[src/rtl/multi_count_toggle.sv]
// Multi-channel count-and-toggle: each channel divides the clock by a runtime
// limit, producing a square wave and a terminal-count strobe; one is muxed out.
module multi_count_toggle #(
    parameter int NUM_CH        = 4,
    parameter int CNT_W         = 24,
    parameter int DEFAULT_LIMIT = 10,
    localparam int SEL_W        = (NUM_CH > 1) ? $clog2(NUM_CH) : 1
) (
    input  logic              i_Clk,
    input  logic              i_Reset,
    input  logic [NUM_CH-1:0] i_Enable,
    input  logic              i_Wr_En,
    input  logic [SEL_W-1:0]  i_Wr_Addr,
    input  logic [CNT_W-1:0]  i_Wr_Data,
    input  logic [SEL_W-1:0]  i_Sel,
    output logic [NUM_CH-1:0] o_Toggle,
    output logic [NUM_CH-1:0] o_Pulse,
    output logic              o_Sel_Toggle
);

    logic [CNT_W-1:0]         limit_q  [NUM_CH];
    logic [CNT_W-1:0]         count_q  [NUM_CH];
    logic [CNT_W-1:0]         term_cnt [NUM_CH];
    logic [NUM_CH-1:0]        wr_hit;
    logic [(1<<SEL_W)-1:0]    toggle_pad;

    // Zero-padding the toggle vector makes out-of-range selects read 0.
    always_comb begin
        toggle_pad                = '0;
        toggle_pad[NUM_CH-1:0]    = o_Toggle;
        wr_hit                    = '0;
        for (int unsigned c = 0; c < NUM_CH; c++) begin
            wr_hit[c]   = i_Wr_En && (i_Wr_Addr == SEL_W'(c));
            term_cnt[c] = (limit_q[c] == '0) ? '0 : limit_q[c] - 1'b1;
        end
    end

    always_ff @(posedge i_Clk) begin
        if (i_Reset) begin
            for (int unsigned c = 0; c < NUM_CH; c++) begin
                count_q[c] <= '0;
                limit_q[c] <= CNT_W'(DEFAULT_LIMIT);
            end
            o_Toggle     <= '0;
            o_Pulse      <= '0;
            o_Sel_Toggle <= 1'b0;
        end else begin
            o_Sel_Toggle <= toggle_pad[i_Sel];
            for (int unsigned c = 0; c < NUM_CH; c++) begin
                if (wr_hit[c])
                    limit_q[c] <= i_Wr_Data;
                // Disable beats write, write beats terminal count.
                if (!i_Enable[c]) begin
                    count_q[c]  <= '0;
                    o_Toggle[c] <= 1'b0;
                    o_Pulse[c]  <= 1'b0;
                end else if (wr_hit[c]) begin
                    count_q[c]  <= '0;
                    o_Pulse[c]  <= 1'b0;
                end else if (count_q[c] == term_cnt[c]) begin
                    count_q[c]  <= '0;
                    o_Toggle[c] <= ~o_Toggle[c];
                    o_Pulse[c]  <= 1'b1;
                end else begin
                    count_q[c]  <= count_q[c] + 1'b1;
                    o_Pulse[c]  <= 1'b0;
                end
            end
        end
    end

endmodule

[config.mk]
export PLATFORM = sky130hd
export DESIGN_NAME = multi_count_toggle
export DESIGN_NICKNAME = d
export VERILOG_FILES = /design/src/rtl/multi_count_toggle.sv
export SDC_FILE = /design/constraint.sdc
export NUM_CORES = 1
export LEC_CHECK = 0
export ABC_AREA = 1
export CORE_ASPECT_RATIO = 0.9
export CORE_MARGIN = 4
export CORE_UTILIZATION = 40
export DETAILED_ROUTE_END_ITERATION = 7
export GPL_TIMING_DRIVEN = 0
export PLACE_DENSITY = 0.52
export RECOVER_POWER = 50
export SETUP_SLACK_MARGIN = 0.5
export SLEW_MARGIN = 20
export SYNTH_ARGS = -nofsm -noshare
export SYNTH_HDL_FRONTEND = slang
export SYNTH_SLANG_ARGS = --single-unit
[constraint.sdc]
create_clock -name i_Clk -period 7 [get_ports i_Clk]
set_input_delay 1.4 -clock i_Clk [delete_from_list [all_inputs] [get_ports i_Clk]]
set_output_delay 1.4 -clock i_Clk [all_outputs]
set_load 0.005 [all_outputs]
=== Word-level counts from Yosys, hierarchy flattened ===
Memory sizes are Yosys's and may differ from the RTL's.
Cells that the tools add are included.

* Add/sub/neg operators: 8
* Order comparisons: 1
* Eq/ne operators: 7
* Mux-type cells: 104
* Bitwise operators: 32
* Reductions and logical operators: 17

{| class="wikitable"
|+ Operator list
! cell !! number
|-
| 2-to-1 mux 24 bit || 24
|-
| adder 24 x 1 -> 24 bit, second input constant || 4
|-
| equality test 24 bit || 4
|-
| logical NOT 24 bit || 4
|-
| subtractor 24 x 1 -> 24 bit, second input constant || 4
|-
| 2-to-1 mux 1 bit || 79
|-
| bitwise OR 1 bit || 20
|-
| NOT 1 bit || 12
|-
| AND reduction 2 bit || 4
|-
| OR reduction 2 bit || 4
|-
| equality test 2 bit, second input constant || 2
|-
| logical AND 1 bit || 4
|-
| < comparator 2 x 3 -> 1 bit, second input constant || 1
|-
| binary-select mux 1 bit (select 2 bit) || 1
|-
| equality test 2 x 1 -> 1 bit, second input constant || 1
|-
| logical NOT 2 bit || 1
|}

* Bits in registers: 9
* Bits in writable memories: 192
* Input port bits: 35
* Output and inout bits: 9
* Logic and storage cells: 177
* Memories: 2

{| class="wikitable"
|+ Memory list
! name !! words !! width !! read ports !! clocked after Yosys merged registers in !! wr ports !! line !! RTL
|-
| count_q || 4 || 24 || 4 || 0 || 4 || 22 || <nowiki>logic [CNT_W-1:0] count_q [NUM_CH];</nowiki>
|-
| limit_q || 4 || 24 || 4 || 0 || 4 || 21 || <nowiki>logic [CNT_W-1:0] limit_q [NUM_CH];</nowiki>
|}

=== Logic depth before layout (Yosys ltp) ===
* Word-level depth: 10
* Depth in mapped cells: 19
* Mapped depth without buffers: 19

=== Least setup slack after synthesis ===
Ideal clock, no wire load.

* Path kind: input port to flip-flop
* Start: in i_Wr_En
* End: mem limit_q[0][0] (enable)
* Library setup time: 381 ps
* Data arrival time: 2338 ps
* Data required time: 6619 ps
* Path slack: 4281 ps
* Cell stages on the path: 4
* Buffers on the path: 0
* Path through: inv_1 > nor3_1 > inv_1 > nand2_1

{| class="wikitable"
|+ RTL lines
! element !! line !! RTL
|-
| from (decl) || 12 || <nowiki>input logic i_Wr_En,</nowiki>
|-
| to (decl) || 21 ||
|}

==> reports/summary.txt <==
Final routed DRC violation total: 0
Post-CTS setup buffer count: 0
Iteration-0 DRC Markers: 849
Clock share of power: 40.7%
Slew at the pin with the worst max-slew slack: 1.228 ns
Hold Crit Class: register to register
CP max-delay cell: sky130_fd_sc_hd__o21ai_0
Shortest clock period the worst path allows after layout: 4.545 ns
Clock-pin slew of the registers on the worst-case setup and hold paths: 0.06 ns
Post-Syn Instances: 2,074
Net count reported at finish: 2,282
Setup crit end kind: register
IR drop worst, VDD: 188.7 µV
Post-cts resize count: 0
Die area: 39,130 µm²
Sum Neg Setup Slack: 0 ns
Fraction of layout cells with a size suffix above 1: 3.322%
Final core utilization: 46.69%
Mapped Avg Cell Area: 6.948 µm²
Max-slew headroom: 17.27%
I/O Pins: 44
Unique cell type count in the Yosys netlist: 42
Std cell rows: 65
Clock tree buffer depth: 3
Post-synthesis sequential element count: 201
Number of CTS-inserted buffers: 25
Maxcap violations: 0
Worst path top cell family by delay: simple AND/OR/NAND/NOR gates
Net switching power: 0.8965 mW
Total clock sinks: 201
Total standard cell area after synthesis: 14,410 µm²
Number of levels the H-tree was split into: 1
Antenna violations before repair: 0
Highest Clock Rate: 220.0 MHz
DR vias/cell: 4.931
Cell chosen for the clock root: sky130_fd_sc_hd__clkbuf_16
Crit path max fanout: 10
Average detailed-routed wire length per instance: 15.12 µm
Critical path cell sequence: inv_1, ha_1, nand3_1, nor2_1, nand3_1, clkbuf_1, nand3_1, nand2_1, nor2_1, nand3_1, nor2_1, nand2_1, o21ai_0, buf_4, nor2_1
Logic depth of the worst path, buffers included: 15
R2R Path End: count_q[1][5]$_SDFFCE_PN0P_
Worst-case clock skew: 0.01642 ns
Lkg Pwr: 7.480 nW
Startpoint type of the worst setup path: register
Wire length reported by the detailed router: 41.24 mm
Internal power component: 2.340 mW
Via count: 13,450
Last weighted congestion value of the routability-driven placer: 0.9063
Total iterations of the first detailed-routing run: 5
Final Power: 3.237 mW
Pin count of the biggest net entering global routing: 25
Layout overhead on the synthesized area: 14.37%
R2R depth: 15
Setup repair after global routing missed its margin: false
Kind of critical path: register to register
Sequential share of the synthesized area: 41.26%
Seq pwr share: 45.6%
Die span in y: 188.1 µm
GRT Total Usage: 20.89%
Source-to-sink clock delay at the later pin of the worst-skew pair: 0.55 ns
Source of the worst register-to-register timing path: limit_q[1][0]$_SDFFCE_PN0P_
Number of warnings issued by yosys: 0
Die width: 208.1 µm
Core box area: 35,300 µm²
Power Density: 196.4 nW/µm²
Number of global-route vias before repair: 12,660
Critical path buffers and inverters: 3
R2r setup slk: 2.46 ns
Number of nets with antenna violations after detailed routing: 0
Final HPWL from detailed placement: 33.20 mm
CTS tree: yes
Count of endpoints failing setup in the final report: 0
Number of input and output port buffers inserted: 43
Post-cts hold buffer count: 0
Most common library cell in the layout ignoring fill and taps: sky130_fd_sc_hd__nand2_1
Net switching fraction of the power: 27.70%
Final hold violations: 0
Grt total ovfl: 0
Max stage delay on crit path: 0.95 ns
Fin. max-slew vios: 0
Capturing element of the worst setup path: count_q[1][5]$_SDFFCE_PN0P_
Power share of the combinational group: 13.7%
Data arrival time at the worst-slack endpoint: 4.84 ns
Critical Path Start: limit_q[1][0]$_SDFFCE_PN0P_
Required time of the worst setup path: 7.30 ns
Result of the run: finished clean
Starting utilization of the core area: 40.83%
Final clock period utilization by the worst path: 64.93%
Total of fill cells in the finished design: 3,768
Antenna diode count: 0
First-pass GRT wire length: 66.55 mm
Highest-count cells in the layout ignoring fill and taps: sky130_fd_sc_hd__nand2_1 (567), sky130_fd_sc_hd__nor2_1 (404), sky130_fd_sc_hd__inv_1 (299)
==> final cells by class <==
class                           count  area (µm²)  share of cell area, %
Multi-Input combinational cell   1632        7350                  44.59
Sequential cell                   201        5946                  36.08
Inverter                          302        1134                  6.878
Clock buffer                       27       633.1                  3.841
Tap cell                          469       586.8                  3.561
Timing Repair Buffer               43       430.4                  2.612
Buffer                             34       211.5                  1.283
Clock inverter                     19       190.2                  1.154
==> layer usage <==
metal / share of wire [%] / vias up / wire length [µm] / track usage [%]
met5: 0 / - / 0 / 0
met4: 1.7 / 0 / 713 / 3.890
met3: 6.3 / 42 / 2595 / 3.396
met2: 43 / 293 / 17880 / 33.19
met1: 49 / 6105 / 20060 / 30.48
li1: - / 7007 / - / -
==> flip-flops by register name, summed over array words and instances (netlist names) <==
name / cells
o_Pulse: 4
limit_q: 96
o_Sel_Toggle: 1
count_q: 96
o_Toggle: 4
==> worst min path at each step <==
stage / from / end / cells after the start
after global placement: o_Toggle[2]$_SDFFE_PP0N_ / o_Toggle[2]$_SDFFE_PP0N_ / 3
after CTS: o_Toggle[2]$_SDFFE_PP0N_ / o_Toggle[2]$_SDFFE_PP0N_ / 3
after detailed placement: o_Toggle[2]$_SDFFE_PP0N_ / o_Toggle[2]$_SDFFE_PP0N_ / 3
after floorplan: o_Toggle[0]$_SDFFE_PP0N_ / o_Toggle[0]$_SDFFE_PP0N_ / 2
final: o_Toggle[2]$_SDFFE_PP0N_ / o_Toggle[2]$_SDFFE_PP0N_ / 3
after global routing: o_Toggle[2]$_SDFFE_PP0N_ / o_Toggle[2]$_SDFFE_PP0N_ / 4
==> cell families (layout without fill, tap and decap cells) <==
group | Yosys count | after routing | synth area share (%)
compound gates | 77 | 77 | 3.056
xor+xnor | 51 | 51 | 3.100
fa+ha+maj | 8 | 8 | 0.6947
buf+inv | 336 | 425 | 9.430
flops | 201 | 201 | 41.26
other cells | 1 | 96 | 0.02602
simple gates | 1400 | 1400 | 42.43
==> synth_stat cells, drive strengths merged <==
cell type / instances / area share (%)
nor3: 75 / 2.7
inv: 301 / 7.8
and3: 1 / 0.043
a21oi: 32 / 1.1
nand3b: 13 / 0.68
clkinv: 1 / 0.026
o211ai: 1 / 0.052
ha: 8 / 0.69
nor4: 14 / 0.65
and2: 2 / 0.087
nor2: 415 / 11
xor2: 47 / 2.9
o21ai: 30 / 1.1
edfxtp: 192 / 40
clkbuf: 9 / 0.23
conb: 1 / 0.026
nor3b: 1 / 0.052
nand3: 205 / 7.6
or2: 3 / 0.13
buf: 25 / 1.3
dfxtp: 9 / 1.3
o31ai: 2 / 0.10
o21bai: 8 / 0.49
nand4: 103 / 4.5
a31oi: 4 / 0.17
nand2: 567 / 15
nor4b: 1 / 0.061
xnor2: 4 / 0.24
==> power by group through the flow <==
stage | Combinational [mW] | Sequential [mW] | Clock, mW
final | 0.445 | 1.48 | 1.32
after global routing | 0.515 | 1.49 | 1.41
after CTS | 0.448 | 1.48 | 1.36
after detailed placement | 0.445 | 1.50 | 0
after global placement | 0.442 | 1.50 | 0
after floorplan | 0.324 | 1.47 | 0
==> metrics by stage <==
stage	instances	worst slack, ns	instance area [µm²]	hold WS (ns)
4_1_cts	2727	3.812	16610	0.5530
5_1_grt	2727	2.129	16480	0.5929
3_5_place_dp	2681	3.308	15780	0.5408
2_1_floorplan	2169	4.281	14770	0.5138
3_3_place_gp	2681	3.352	15780	0.5358
6_report	2727	2.455	16480	0.5397
==> worst reg2reg max path, delay by kind of cell (launching register included) <==
kind / cells / cell delay, ns
simple gates: 10 / 1.87
compound gates: 1 / 0.95
buf+inv: 3 / 0.87
flops: 1 / 0.35
fa+ha+maj: 1 / 0.25
Note: power is estimated with default switching activity, not from simulation.
